==> src/rtl/mux_scan_ctrl.sv <==
// Channel sequencer ahead of a pipelined bus mux: selects each enabled input,
// waits out the mux latency, and emits channel-tagged samples on a valid/ready stream.
module mux_scan_ctrl #(
  parameter int unsigned NUM_INPUT   = 8,
  parameter int unsigned SEL_BIT     = 3,
  parameter int unsigned DATA_WIDTH  = 8,
  parameter int unsigned MUX_LATENCY = 3
) (
  input  logic                  clk_i,
  input  logic                  rst_i,
  input  logic                  enable_i,
  input  logic [NUM_INPUT-1:0]  chan_mask_i,
  output logic [SEL_BIT-1:0]    sel_out_o,
  input  logic [DATA_WIDTH-1:0] mux_data_i,
  output logic                  m_valid_o,
  input  logic                  m_ready_i,
  output logic [DATA_WIDTH-1:0] m_data_o,
  output logic [SEL_BIT-1:0]    m_chan_o,
  output logic                  m_last_o,
  output logic                  busy_o,
  output logic [15:0]           sweep_count_o
);

  localparam int unsigned CNT_W = (MUX_LATENCY < 1) ? 1 : $clog2(MUX_LATENCY + 1);
  localparam logic [CNT_W-1:0] CNT_LOAD = CNT_W'(MUX_LATENCY);

  typedef enum logic [1:0] {
    S_IDLE   = 2'd0,
    S_SETTLE = 2'd1,
    S_OUTPUT = 2'd2
  } state_e;

  state_e                  state_q;
  logic [NUM_INPUT-1:0]    mask_q;
  logic [CNT_W-1:0]        cnt_q;
  logic [SEL_BIT-1:0]      sel_q;
  logic                    valid_q;
  logic [DATA_WIDTH-1:0]   data_q;
  logic [SEL_BIT-1:0]      chan_q;
  logic                    last_q;
  logic                    busy_q;
  logic [15:0]             sweep_q;
  logic [15:0]             sweep_d;

  logic                    first_hit_c;
  logic [SEL_BIT-1:0]      first_chan_c;
  logic                    next_hit_c;
  logic [SEL_BIT-1:0]      next_chan_c;

  // Lowest set bit of the live mask (sweep start) and next set bit above sel in the latched mask.
  always_comb begin
    first_hit_c  = 1'b0;
    first_chan_c = '0;
    next_hit_c   = 1'b0;
    next_chan_c  = '0;
    for (int unsigned i = 0; i < NUM_INPUT; i++) begin
      if (!first_hit_c && chan_mask_i[i]) begin
        first_hit_c  = 1'b1;
        first_chan_c = SEL_BIT'(i);
      end
      if (!next_hit_c && mask_q[i] && (SEL_BIT'(i) > sel_q)) begin
        next_hit_c  = 1'b1;
        next_chan_c = SEL_BIT'(i);
      end
    end
  end

  assign sweep_d = sweep_q + 16'd1;

  always_ff @(posedge clk_i) begin
    if (rst_i) begin
      state_q <= S_IDLE;
      mask_q  <= '0;
      cnt_q   <= '0;
      sel_q   <= '0;
      valid_q <= 1'b0;
      data_q  <= '0;
      chan_q  <= '0;
      last_q  <= 1'b0;
      busy_q  <= 1'b0;
      sweep_q <= '0;
    end else begin
      case (state_q)
        S_IDLE: begin
          if (enable_i && first_hit_c) begin
            mask_q  <= chan_mask_i;
            sel_q   <= first_chan_c;
            cnt_q   <= CNT_LOAD;
            busy_q  <= 1'b1;
            state_q <= S_SETTLE;
          end
        end
        S_SETTLE: begin
          if (cnt_q == '0) begin
            data_q  <= mux_data_i;
            chan_q  <= sel_q;
            last_q  <= !next_hit_c;
            valid_q <= 1'b1;
            state_q <= S_OUTPUT;
          end else begin
            cnt_q <= cnt_q - CNT_W'(1);
          end
        end
        S_OUTPUT: begin
          // The handshake edge doubles as the next select update; no extra bubble.
          if (m_ready_i) begin
            valid_q <= 1'b0;
            if (next_hit_c) begin
              sel_q   <= next_chan_c;
              cnt_q   <= CNT_LOAD;
              state_q <= S_SETTLE;
            end else begin
              sweep_q <= sweep_d;
              if (enable_i && first_hit_c) begin
                mask_q  <= chan_mask_i;
                sel_q   <= first_chan_c;
                cnt_q   <= CNT_LOAD;
                state_q <= S_SETTLE;
              end else begin
                busy_q  <= 1'b0;
                state_q <= S_IDLE;
              end
            end
          end
        end
        default: begin
          state_q <= S_IDLE;
          busy_q  <= 1'b0;
          valid_q <= 1'b0;
        end
      endcase
    end
  end

  assign sel_out_o     = sel_q;
  assign m_valid_o     = valid_q;
  assign m_data_o      = data_q;
  assign m_chan_o      = chan_q;
  assign m_last_o      = last_q;
  assign busy_o        = busy_q;
  assign sweep_count_o = sweep_q;

endmodule
==> config.mk <==
export PLATFORM = sky130hd
export DESIGN_NAME = mux_scan_ctrl
export DESIGN_NICKNAME = d
export VERILOG_FILES = /design/src/rtl/mux_scan_ctrl.sv
export SDC_FILE = /design/constraint.sdc
export NUM_CORES = 1
export LEC_CHECK = 0
export ABC_AREA = 1
export ABC_CLOCK_PERIOD_IN_PS = 2200
export CAP_MARGIN = 5
export CORE_MARGIN = 2
export CORE_UTILIZATION = 30
export DETAILED_ROUTE_END_ITERATION = 10
export HOLD_SLACK_MARGIN = 0.02
export PLACE_DENSITY_LB_ADDON = 0.25
export SETUP_SLACK_MARGIN = 0.2
export SLEW_MARGIN = 20
export SYNTH_ARGS = -nofsm -noshare
export SYNTH_HDL_FRONTEND = slang
export SYNTH_SLANG_ARGS = --single-unit
==> constraint.sdc <==
create_clock -name clk_i -period 2.2 [get_ports clk_i]
set_input_delay 0.44 -clock clk_i [delete_from_list [all_inputs] [get_ports clk_i]]
set_output_delay 0.44 -clock clk_i [all_outputs]
set_load 0.005 [all_outputs]
Word-level counts from Yosys, hierarchy flattened

Cells that the tools add are included.

Bitwise gates (word level): 3
Reductions and logical operators: 50
Eq/ne operators: 8
$lt $le $gt $ge: 8
Add/sub/neg operators: 2
Muxes and demuxes: 57

Operators with widths:

| cell                                                                            | count |
|---|---|
| 3-bit 2-to-1 mux                                                                | 15 |
| 1-bit 2-to-1 mux                                                                | 26 |
| 8-bit 2-to-1 mux                                                                | 3 |
| 1-bit logical AND                                                               | 23 |
| 16-bit by 1-bit adder with 16-bit output (second input constant)                | 1 |
| 8-bit case mux with 2 select lines                                              | 1 |
| 1-bit logical NOT                                                               | 15 |
| 3-bit AND reduction                                                             | 5 |
| 2-bit 2-to-1 mux                                                                | 7 |
| 3-bit greater-than comparator (first input constant)                            | 4 |
| 2-bit != test (second input constant)                                           | 6 |
| 2-bit case mux with 3 select lines                                              | 2 |
| 1-bit by 3-bit greater-than comparator with 1-bit output (first input constant) | 2 |
| 2-bit by 3-bit greater-than comparator with 1-bit output (first input constant) | 2 |
| 1-bit case mux with 3 select lines                                              | 2 |
| 3-bit case mux with 2 select lines                                              | 1 |
| 5-bit AND reduction                                                             | 1 |
| 2-bit logical NOT                                                               | 2 |
| 2-bit AND reduction                                                             | 2 |
| 1-bit inverter                                                                  | 3 |
| 3-bit nonzero test                                                              | 1 |
| 2-bit by 1-bit equality test with 1-bit output (second input constant)          | 1 |
| 2-bit equality test (second input constant)                                     | 1 |
| 2-bit nonzero test                                                              | 1 |
| 2-bit by 1-bit subtractor with 2-bit output (second input constant)             | 1 |

Word-level logic and storage cells: 138
Output and inout port bits: 33
Bits in registers: 45

Longest topological paths before layout

Gate-level depths: netlist (run 1).

Depth after elaboration: 34
Mapped depth: 11
Depth with buffers taken out: 11

Worst setup path after synthesis (run 1)

Ideal clock, no wire load.

Path type: reg2reg
Start: register state_q[0]
End: register mask_q[1]
Data arrival time: 1,566 ps
Path slack: 521 ps
Cell stages (with the launch flop): 11
Data required time: 2,087 ps
Cells stage by stage: dfxtp_1 > inv_1 > ha_1 > inv_1 > nor2_1 > inv_1 > nand3_1 > a21oi_1 > nand3_1 > nand2_1 > nor2_1

Word-level cells in the longest chain between the ends: 3
Elaborated cells between the ends (all ways): 7
Classes of those cells: 3 x eq/ne; 1 x mux; 3 x reduce/logical

Ends and longest elaborated chain:

| element                                                       | line | source |
|---|---|---|
| start, declared                                               | 33   | `state_e state_q;` |
| start signal, assigned                                        | 72   | `state_q <= S_IDLE;` |
| start signal, assigned                                        | 90   | `state_q <= S_SETTLE;` |
| start signal, assigned                                        | 99   | `state_q <= S_OUTPUT;` |
| 2-bit equality test or 2-bit logical NOT (tied branches)      | 83   | `case (state_q)` |
| 2-bit != test (no line) or 2-bit nonzero test (tied branches) | --   |  |
| 3-bit AND reduction (no line)                                 | --   |  |
| end signal, assigned                                          | 86   | `mask_q <= chan_mask_i;` |
| end signal, assigned                                          | 115  | `mask_q <= chan_mask_i;` |
| end, declared                                                 | 34   | `logic [NUM_INPUT-1:0] mask_q;` |

Parallel ways exist; a longest one is shown, timed or not.
A chain may end at the register's enable or synchronous reset.

Final worst setup path (run 1)

Start: input port chan_mask_i[0]
End: register cnt_q[0]

Word-level cells in the longest chain between the ends: 27

Ends and longest elaborated chain:

| element                                | line    | source |
|---|---|---|
| start, declared                        | 12      | `input logic [NUM_INPUT-1:0] chan_mask_i,` |
| 1-bit 2-to-1 mux (*)                   | 57      | `if (!first_hit_c && chan_mask_i[i]) begin` |
| 1-bit logical NOT                      | 57      |  |
| 1-bit logical AND                      | 57      |  |
| 1-bit 2-to-1 mux (*)                   | 57      |  |
| 1-bit logical NOT                      | 57      |  |
| 1-bit logical AND                      | 57      |  |
| 1-bit 2-to-1 mux (*)                   | 57      |  |
| 1-bit logical NOT                      | 57      |  |
| [10 not listed]                        | --      |  |
| 1-bit 2-to-1 mux (*)                   | 57      |  |
| 1-bit logical NOT                      | 57      |  |
| 1-bit logical AND                      | 57      |  |
| 1-bit 2-to-1 mux (*)                   | 57      |  |
| 1-bit logical AND (*)                  | 85, 114 |  |
| 2-bit 2-to-1 mux (*)                   | --      |  |
| 2-bit 2-to-1 mux (2 in a row)          | --      |  |
| 2-bit case mux with 3 select lines (*) | --      |  |
| end signal, assigned                   | 101     | `cnt_q <= cnt_q - CNT_W'(1);` |
| end, declared                          | 35      | `logic [CNT_W-1:0] cnt_q;` |

Every way passes the cells marked *; elsewhere a longest branch is shown, timed or not. The select of a mux whose other input is x is not followed.

==> out/qor.csv, run 1 <==
metric,value,unit
yosys.area_share.adder,3.12,%
clock_path_buffers,2,
yosys.area_share.simple,35.5,%
fin_nets,452,
syn_nets,389,
max_stage_delay,0.44,ns
crit_path_max_fanout,5,
wl_per_cell,11.5,microns
ys_ff_latch,44,
p_total,3.14,mW
clockPowerShare,15.4,%
drive_gt1_share,9.86,%
drc,0,
hold_violations,0,
ir_drop,0.000589,V
dieArea,0.00877,sq mm
synth_top_family_by_area,simple AND/OR/NAND/NOR gates,
synth_cell_types,31,
fin_cells,528,
ys_warn_count,0,
cts_tree,built,
core_area,0.00777,sq mm
multiInputGateArea,0.00137,sq mm
via_per_inst,4.70,
wirelength,6050,microns
min_period,1.87,ns
drt_first_pass_iters,4,
fillers,822,
die_w,93.6,microns
grt_max_degree,28,
p_sw_share,40.5,%
die_h,93.6,microns
relSlewSlack,78.1,%
cap_viol_max_count,0,
grt_pass1_vias,2290,
insertion_delay,0.29,ns
io_buffers,52,
cp_top_family,simple AND/OR/NAND/NOR gates,
final-setup-viol-count,0,
cp_data_required_time,2.39,ns
initial_core_util,31.0,%
dp.cells,516,
num_rows,32,
overflow,0,
grt_pass1_wl,10200,microns
htreeDepth,2,
ff_latch_area,881,sq um
synth_area_per_cell,6.64,sq um
place_congestion,0.825,
end_kind,flip-flop,
cp-start-kind,input pin,
slew_violations,0,
min_path_type,reg2reg,
rsz0062_at_grt,no,
arrival,2.06,ns
internal-power,1.87,mW
ys_async_sr_fraction,0,%
power.density,965,mW/mm^2
skew,0.00930,ns
status,"finished, final reports clean",
yosysSeqAreaShare,36.6,%
p_comb_share,48.5,%
cpMostUsedCell,nand2_2,
ys.flop_type,dfxtp_1,
postSynthCellCount,363,
netlist_area,0.00241,sq mm
fin_crit_sh,85.0,%
antenna_cells,0,
crit_buf_inv,2,
fmax,534,MHz
critPathKind,in2reg,
drtAntennaViolNets,0,
synth-edff-count,0,
clkTransAtPathRegs,0.08,ns
hpwlAfterDp,4620,microns
first_iter_violations,74,
p_seq_share,36.1,%
worst_pin_slew,0.326,ns
numCtsBuffers,5,
cp_cell_sequence,clkdlybuf4s50_1 > nor2_2 > nand2_2 > nor2_4 > nand4_1 > nand2_2 > buf_4 > nand2_1 > a21oi_2 > a21oi_1,
cp_slowest_cell,clkdlybuf4s50_1,
synthMuxAreaShare,0,%
synth_xor_area_share,2.18,%
ioPinCount,53,
leakage,1.41,nW
track_usage,14.2,%
areaGrowthSynthToFinish,35.1,%
clk_root_buffer_cell,clkbuf_8,
vias,2479,
numClockSinks,44,
synth_compound_area_share,14.2,%
switching_power,1.27,mW
antenna_found_initial,0,
-- final timing paths --
| path | startpoint | end | slack (ns) | cells after the start |
|---|---|---|---|---|
| setup / recovery | chan_mask_i[0] | cnt_q[0]$_SDFFE_PP0P_ | 0.33 | 10 |
| hold / removal | busy_o$_SDFFE_PP0P_ | busy_o$_SDFFE_PP0P_ | 0.49 | 2 |
| setup reg to reg | sel_out_o[0]$_SDFFE_PP0P_ | sweep_count_o[5]$_SDFFE_PP0P_ | 0.37 | 8 |
| hold reg to reg | busy_o$_SDFFE_PP0P_ | busy_o$_SDFFE_PP0P_ | 0.49 | 2 |
-- routing by layer --
metal / global-route usage (%) / up-vias / share of wire [%]
li1: - / 1303 / -
met1: 18.9 / 1104 / 49
met2: 23.1 / 60 / 45
met3: 2.90 / 12 / 4.5
met4: 4.59 / 0 / 1.5
met5: 0 / - / 0
-- layout by cell type, fill, tap and decap left out, types with 2 or more instances in the layout --
master           count
inv_1               35
nor2_4               3
nand3_1             28
nor2_1              63
xor2_1               3
o21ai_1              2
nand2_2              3
dlymetal6s2s_1       3
nand3_2              2
a21oi_2              3
ha_1                 6
buf_4               10
inv_2                5
buf_12               2
nand4_1              7
xnor2_1              3
nor3_1               4
o21ai_0             24
dfxtp_1             44
a21oi_1             27
nand2_1             79
clkdlybuf4s50_1     49
clkbuf_8             5
-- tightest hold or removal path, delay by kind of cell, from the launching register on --
| family | cells | cell delay, ns |
|---|---|---|
| and+or+nand+nor | 2 | 0.12 |
| DFF | 1 | 0.33 |
-- timing repair --
item                                    in CTS  in global routing
endpoints found under the setup margin       7                 15
pin swaps                                    0                  6
resized for setup                            1                 14
buffers inserted                             0                  5
hold buffers                                 0                  0
-- stage by stage --
stage               setup TNS (ns)  util, %  hold slack, ns  area [sq um]  setup WS [ns]
floorplan                        0        -           0.451          2410          0.521
global placement                 0     39.7           0.467          3090        0.00150
detailed placement          -0.101     39.7           0.473          3090        -0.0276
CTS                              0     40.8           0.492          3170          0.297
global route                     0     41.9           0.511          3260          0.200
finish                           0     41.9           0.485          3260          0.329
-- cells by family (layout without fill, tap and decap cells) --
kind of cell | count (synthesis) | after routing
AOI/OAI and AO/OA | 63 | 63
buffers and inverters | 49 | 112
xor gates and xnor gates | 6 | 6
and+or+nand+nor | 195 | 195
DFF | 44 | 44
adders and majority gates | 6 | 6
-- power groups by stage --
stage                     Sequential (mW)  Clock (mW)  Combinational (mW)
after CTS                            1.14       0.510                1.49
after global placement               1.15           0                1.47
after floorplan                      1.14           0               0.952
final                                1.13       0.483                1.52
after global routing                 1.16       0.547                1.73
after detailed placement             1.15           0                1.48
-- final cells by class --
class / instances / area share [%]
clock inverter: 2 / 0.384
timing repair buffer: 64 / 19.8
inverter: 41 / 4.73
multi-input combinational: 270 / 42.0
tap: 102 / 3.92
sequential: 44 / 27.1
clock buffer: 5 / 2.11
-- registers in the layout (all words and copies together) (netlist names) --
register / flops
mask_q: 7
busy_o: 1
m_chan_o: 3
cnt_q: 2
sel_out_o: 3
m_data_o: 8
m_valid_o: 1
m_last_o: 1
state_q: 2
sweep_count_o: 16
-- Yosys cell counts (3+ instances only) --
cell	count	area (sq um)
nor3_1	4	20.0
ha_1	6	75.1
xor2_1	3	26.3
a21oi_1	29	145
dfxtp_1	44	881
o21ai_0	24	120
clkbuf_1	5	18.8
xnor2_1	3	26.3
nand3_1	30	150
nand2_1	82	308
nand4_1	7	43.8
inv_1	36	135
nor2_1	65	244
inv_2	4	15.0
No activity file was read; power rests on OpenSTA's default activity.
==> inputs of run 2 (changes only) <==
--- a/config.mk
+++ b/config.mk
@@ -6,7 +6,7 @@
 export NUM_CORES = 1
 export LEC_CHECK = 0
 export ABC_AREA = 1
-export ABC_CLOCK_PERIOD_IN_PS = 2200
+export ABC_CLOCK_PERIOD_IN_PS = 1600
 export CAP_MARGIN = 5
 export CORE_MARGIN = 2
 export CORE_UTILIZATION = 30
==> constraint.sdc (replaced) <==
create_clock -name clk_i -period 1.6 [get_ports clk_i]
set_input_delay 0.32 -clock clk_i [delete_from_list [all_inputs] [get_ports clk_i]]
set_output_delay 0.32 -clock clk_i [all_outputs]
set_load 0.005 [all_outputs]
==> out/qor.csv, run 2 (same netlist as run 1, synthesis figures left out) <==
metric,value,unit
fmax,627,MHz
grt_max_degree,32,
ioPinCount,53,
place_ws,-0.428,ns
htreeDepth,2,
fillers,762,
initial_core_util,31.0,%
r2r_cells,10,
cts_tree,built,
wl_per_cell,12.8,microns
die_h,93.6,microns
min_path_type,in2reg,
io_buffers,52,
final_cell_mix,"nand2_1 (62), nor2_1 (57), buf_4 (51), dlygate4sd2_1 (31), inv_1 (26)",
cp_slowest_cell,dfxtp_4,
numClockSinks,44,
largest_register_ffs,16,
relSlewSlack,79.2,%
die_w,93.6,microns
worstReg2RegStart,sel_out_o[1]$_SDFFE_PP0P_,
grt_pass1_wl,11700,microns
slew_violations,0,
clkTransAtPathRegs,0.09,ns
clk_root_buffer_cell,clkbuf_8,
ir_drop,0.000914,V
crit_path_max_fanout,9,
cp_data_required_time,1.79,ns
numCtsBuffers,5,
cp.depth,10,
multiInputGateArea,0.00166,sq mm
worst_pin_slew,0.311,ns
place_congestion,0.842,
via_per_inst,4.76,
core_area,0.00777,sq mm
max_stage_delay,0.42,ns
ff_latch_area,950,sq um
rsz0062_at_grt,yes,
drt_first_pass_iters,4,
final_common_cell,nand2_1,
areaGrowthSynthToFinish,69.8,%
antenna_cells,0,
first_iter_violations,111,
whs,0.436,ns
track_usage,16.5,%
wirelength,7480,microns
finalSetupTns,0,ns
cp-start-kind,flip-flop,
worst_slack,0.00552,ns
fin_nets,508,
final-setup-viol-count,0,
grt_pass1_vias,2575,
hold_violations,0,
drc,0,
cts_hold_buf,0,
crit_end,sweep_count_o[1]$_SDFFE_PP0P_,
startpoint,sel_out_o[1]$_SDFFE_PP0P_,
skew,0.00808,ns
fin_crit_sh,99.7,%
drive_gt1_share,39.3,%
antenna_found_initial,0,
end_kind,flip-flop,
drtAntennaViolNets,0,
num_rows,32,
vias,2785,
insertion_delay,0.29,ns
cp_cell_sequence,nor2_2 > inv_2 > nor2_4 > nor2_4 > nand4_4 > nor2_4 > buf_12 > inv_8 > nor2_2 > nor2_1,
critPathKind,reg2reg,
leakage,1.91,nW
reg2reg_to,sweep_count_o[1]$_SDFFE_PP0P_,
min_period,1.59,ns
cpMostUsedCell,nor2_4,
power.density,1370,mW/mm^2
crit_buf_inv,3,
placed_area,0.00337,sq mm
status,"finished, final reports clean",
clock_path_buffers,2,
overflow,0,
r2r_slack,0.006,ns
dieArea,0.00877,sq mm
cap_viol_max_count,0,
fin_area,0.00409,sq mm
hpwlAfterDp,4920,microns
cp_top_family,simple AND/OR/NAND/NOR gates,
arrival,1.79,ns
## run 2: layout make-up
type	instances	share of cell area (%)
Multi-Input combinational cell	271	40.5
Timing Repair Buffer	119	26.6
Sequential cell	44	23.2
Inverter	41	4.25
Tap cell	102	3.12
Clock buffer	7	2.11
Clock inverter	1	0.153
## run 2: per-stage QoR
| step | power (mW) | util, % | instances |
|---|---|---|---|
| after floorplan | 3.03 | - | 363 |
| after global placement | 3.91 | 43.4 | 536 |
| after detailed placement | 3.93 | 43.4 | 536 |
| after CTS | 4.96 | 48.4 | 568 |
| after global routing | 6.05 | 52.7 | 585 |
| final | 5.63 | 52.7 | 585 |
## run 2: worst min path at each step
stage	depth (start not counted)	end	from	slack, ns
detailed placement	2	mask_q[1]$_SDFFE_PP0P_	mask_q[1]$_SDFFE_PP0P_	0.47
finish	5	mask_q[1]$_SDFFE_PP0P_	chan_mask_i[1]	0.44
global route	5	mask_q[1]$_SDFFE_PP0P_	chan_mask_i[1]	0.46
global placement	2	m_data_o[2]$_SDFFE_PP0P_	m_data_o[2]$_SDFFE_PP0P_	0.47
floorplan	2	mask_q[1]$_SDFFE_PP0P_	mask_q[1]$_SDFFE_PP0P_	0.45
CTS	2	m_data_o[4]$_SDFFE_PP0P_	m_data_o[4]$_SDFFE_PP0P_	0.48
## run 2: worst register-to-register path, cell delays in order (launching register included)
cell	delay [ns]
dfxtp_4	0.42
nor2_2	0.07
inv_2	0.08
nor2_4	0.05
nor2_4	0.14
nand4_4	0.14
nor2_4	0.26
buf_12	0.17
inv_8	0.05
nor2_2	0.08
nor2_1	0.04
## run 2: metal layers
layer	wire length (microns)	global-route usage [%]	vias up	part of all wire, %
met5	0	0	-	0
met4	91	3.74	0	1.2
met3	356	4.27	8	4.8
met2	3720	27.9	65	50
met1	3310	21.1	1282	44
li1	-	-	1430	-
## run 2: timing repair
action,CTS,global route
gates resized for setup,106,61
pin swaps,26,29
setup endpoints to repair,64,40
cloned,1,2
buffers inserted,23,15
## run 2: power breakdown
group	internal [mW]	switching (mW)	leakage (nW)
combinational	1.60	1.66	1.49
clock	0.353	0.383	0.0488
sequential	1.40	0.234	0.377
total	3.35	2.27	1.91
==> inputs of run 3 (changes only) <==
--- a/config.mk
+++ b/config.mk
@@ -8,11 +8,14 @@
 export ABC_AREA = 1
 export ABC_CLOCK_PERIOD_IN_PS = 1600
 export CAP_MARGIN = 5
+export CELL_PAD_IN_SITES_DETAIL_PLACEMENT = 2
+export CELL_PAD_IN_SITES_GLOBAL_PLACEMENT = 2
 export CORE_MARGIN = 2
-export CORE_UTILIZATION = 30
+export CORE_UTILIZATION = 24
 export DETAILED_ROUTE_END_ITERATION = 10
 export HOLD_SLACK_MARGIN = 0.02
 export PLACE_DENSITY_LB_ADDON = 0.25
+export RECOVER_POWER = 50
 export SETUP_SLACK_MARGIN = 0.2
 export SLEW_MARGIN = 20
 export SYNTH_ARGS = -nofsm -noshare
==> out/qor.csv, run 3 (same netlist as run 1, synthesis figures left out) <==
metric,value,unit
io_buffers,52,
dr_wl_met3,267,microns
clk_root_buffer_cell,clkbuf_8,
hpwlAfterDp,6830,microns
dieArea,0.0109,sq mm
first_iter_violations,52,
place_congestion,0.765,
clkTransAtPathRegs,0.09,ns
clock_path_buffers,2,
final-setup-viol-count,1,
die_w,104,microns
fillers,1147,
htreeDepth,2,
final_common_cell,nand2_1,
insertion_delay,0.30,ns
relSlewSlack,81.2,%
wirelength,9970,microns
critPathKind,reg2reg,
final_cell_mix,"nand2_1 (66), nor2_1 (56), buf_4 (55), dlygate4sd2_1 (35), inv_1 (26)",
fin_cells,613,
initial_core_util,24.7,%
fin_util,40.9,%
antenna_found_initial,0,
worst_pin_slew,0.280,ns
die_h,104,microns
areaGrowthSynthToFinish,65.9,%
status,"finished, violations left",
min_path_type,reg2reg,
topRoutingLayerUsed,met4,
vias,2877,
fmax,615,MHz
largest_register_ffs,16,
end_kind,flip-flop,
ff_latch_area,947,sq um
placed_area,0.00346,sq mm
cp_data_required_time,1.79,ns
power.density,1410,mW/mm^2
leakage,1.86,nW
numClockSinks,44,
wl_per_cell,16.3,microns
overflow,0,
drc,0,
arrival,1.82,ns
num_rows,36,
fin_crit_sh,102,%
drtAntennaViolNets,0,
violations,setup timing,
routed-wl-met2,5190,microns
cap_viol_max_count,0,
grt_pass1_vias,3273,
worst_slack,-0.0265,ns
via_per_inst,4.69,
track_usage,18.2,%
multiInputGateArea,0.00159,sq mm
core_area,0.00977,sq mm
grt_pass1_wl,16200,microns
crit_path_max_fanout,13,
met1_length,4400,microns
cp-start-kind,flip-flop,
rsz0062_at_grt,yes,
numCtsBuffers,5,
grt_max_degree,21,
skew,0.00553,ns
cts_tree,built,
drive_gt1_share,37.1,%
drt_first_pass_iters,4,
hold_violations,0,
fin_area,0.00400,sq mm
fin_nets,505,
ioPinCount,53,
dp.cells,576,
ir_drop,0.000713,V
slew_violations,0,
min_period,1.63,ns
antenna_cells,0,
==> run 3: cell count changes in the layout (fill, tap and decap cells not counted), moves of 3 or more <==
cell | before | now
nand2_2 | 18 | 14
nand2_1 | 62 | 66
nand3_1 | 13 | 17
buf_6 | 10 | 5
dlygate4sd2_1 | 31 | 35
dlymetal6s2s_1 | 3 | 0
buf_4 | 51 | 55
==> run 3: final timing paths <==
check	startpoint	to	slack, ns	depth (start not counted)
min reg2reg	m_data_o[2]$_SDFFE_PP0P_	m_data_o[2]$_SDFFE_PP0P_	0.48	2
max reg2reg	sel_out_o[1]$_SDFFE_PP0P_	sweep_count_o[5]$_SDFFE_PP0P_	-0.03	10
min	m_data_o[2]$_SDFFE_PP0P_	m_data_o[2]$_SDFFE_PP0P_	0.48	2
max	sel_out_o[1]$_SDFFE_PP0P_	sweep_count_o[5]$_SDFFE_PP0P_	-0.03	10
==> run 3: worst max-delay path: stages, from the launching register on <==
cell	delay [ns]
dfxtp_4	0.42
inv_4	0.06
nand3_2	0.09
nand2_2	0.08
nor2_4	0.11
nand4_4	0.17
nor2_4	0.20
buf_12	0.17
nand4_1	0.09
nand2_1	0.09
nor2_1	0.05
==> run 3: power by group <==
part	switching, mW	internal, mW
Sequential	0.210	1.39
Clock	0.411	0.465
Combinational	1.74	1.43
Total	2.36	3.28
==> run 3: final cells by class <==
| class | instances | area share [%] |
|---|---|---|
| Tap cell | 133 | 4.16 |
| Timing Repair Buffer | 116 | 25.4 |
| Clock buffer | 6 | 1.82 |
| Inverter | 41 | 4.29 |
| Sequential cell | 44 | 23.7 |
| Clock inverter | 2 | 0.876 |
| Multi-Input combinational cell | 271 | 39.8 |
==> run 3: metal layers <==
metal / global-route usage, % / vias to the layer above
met5: 0 / -
met4: 4.05 / 0
met3: 3.20 / 10
met2: 34.3 / 47
met1: 21.5 / 1416
li1: - / 1404
==> run 3: what timing repair did <==
item                       4_1_cts  5_1_grt
pin swaps                       16        3
hold buffers                     0        0
setup endpoints to repair       66       45
resized for setup              129       24
buffers inserted                22        6
cloned                           1        0
==> run 3: through the flow <==
stage | setup TNS (ns) | hold slack (ns) | setup slack (ns) | power, mW
3_3_place_gp | -5.16 | 0.464 | -0.369 | 4.13
5_1_grt | -1.22 | 0.521 | -0.128 | 6.08
6_report | -0.0265 | 0.481 | -0.0265 | 5.64
3_5_place_dp | -6.88 | 0.479 | -0.490 | 4.23
2_1_floorplan | 0 | 0.449 | 0.182 | 3.03
4_1_cts | -0.00253 | 0.488 | -0.00253 | 5.39
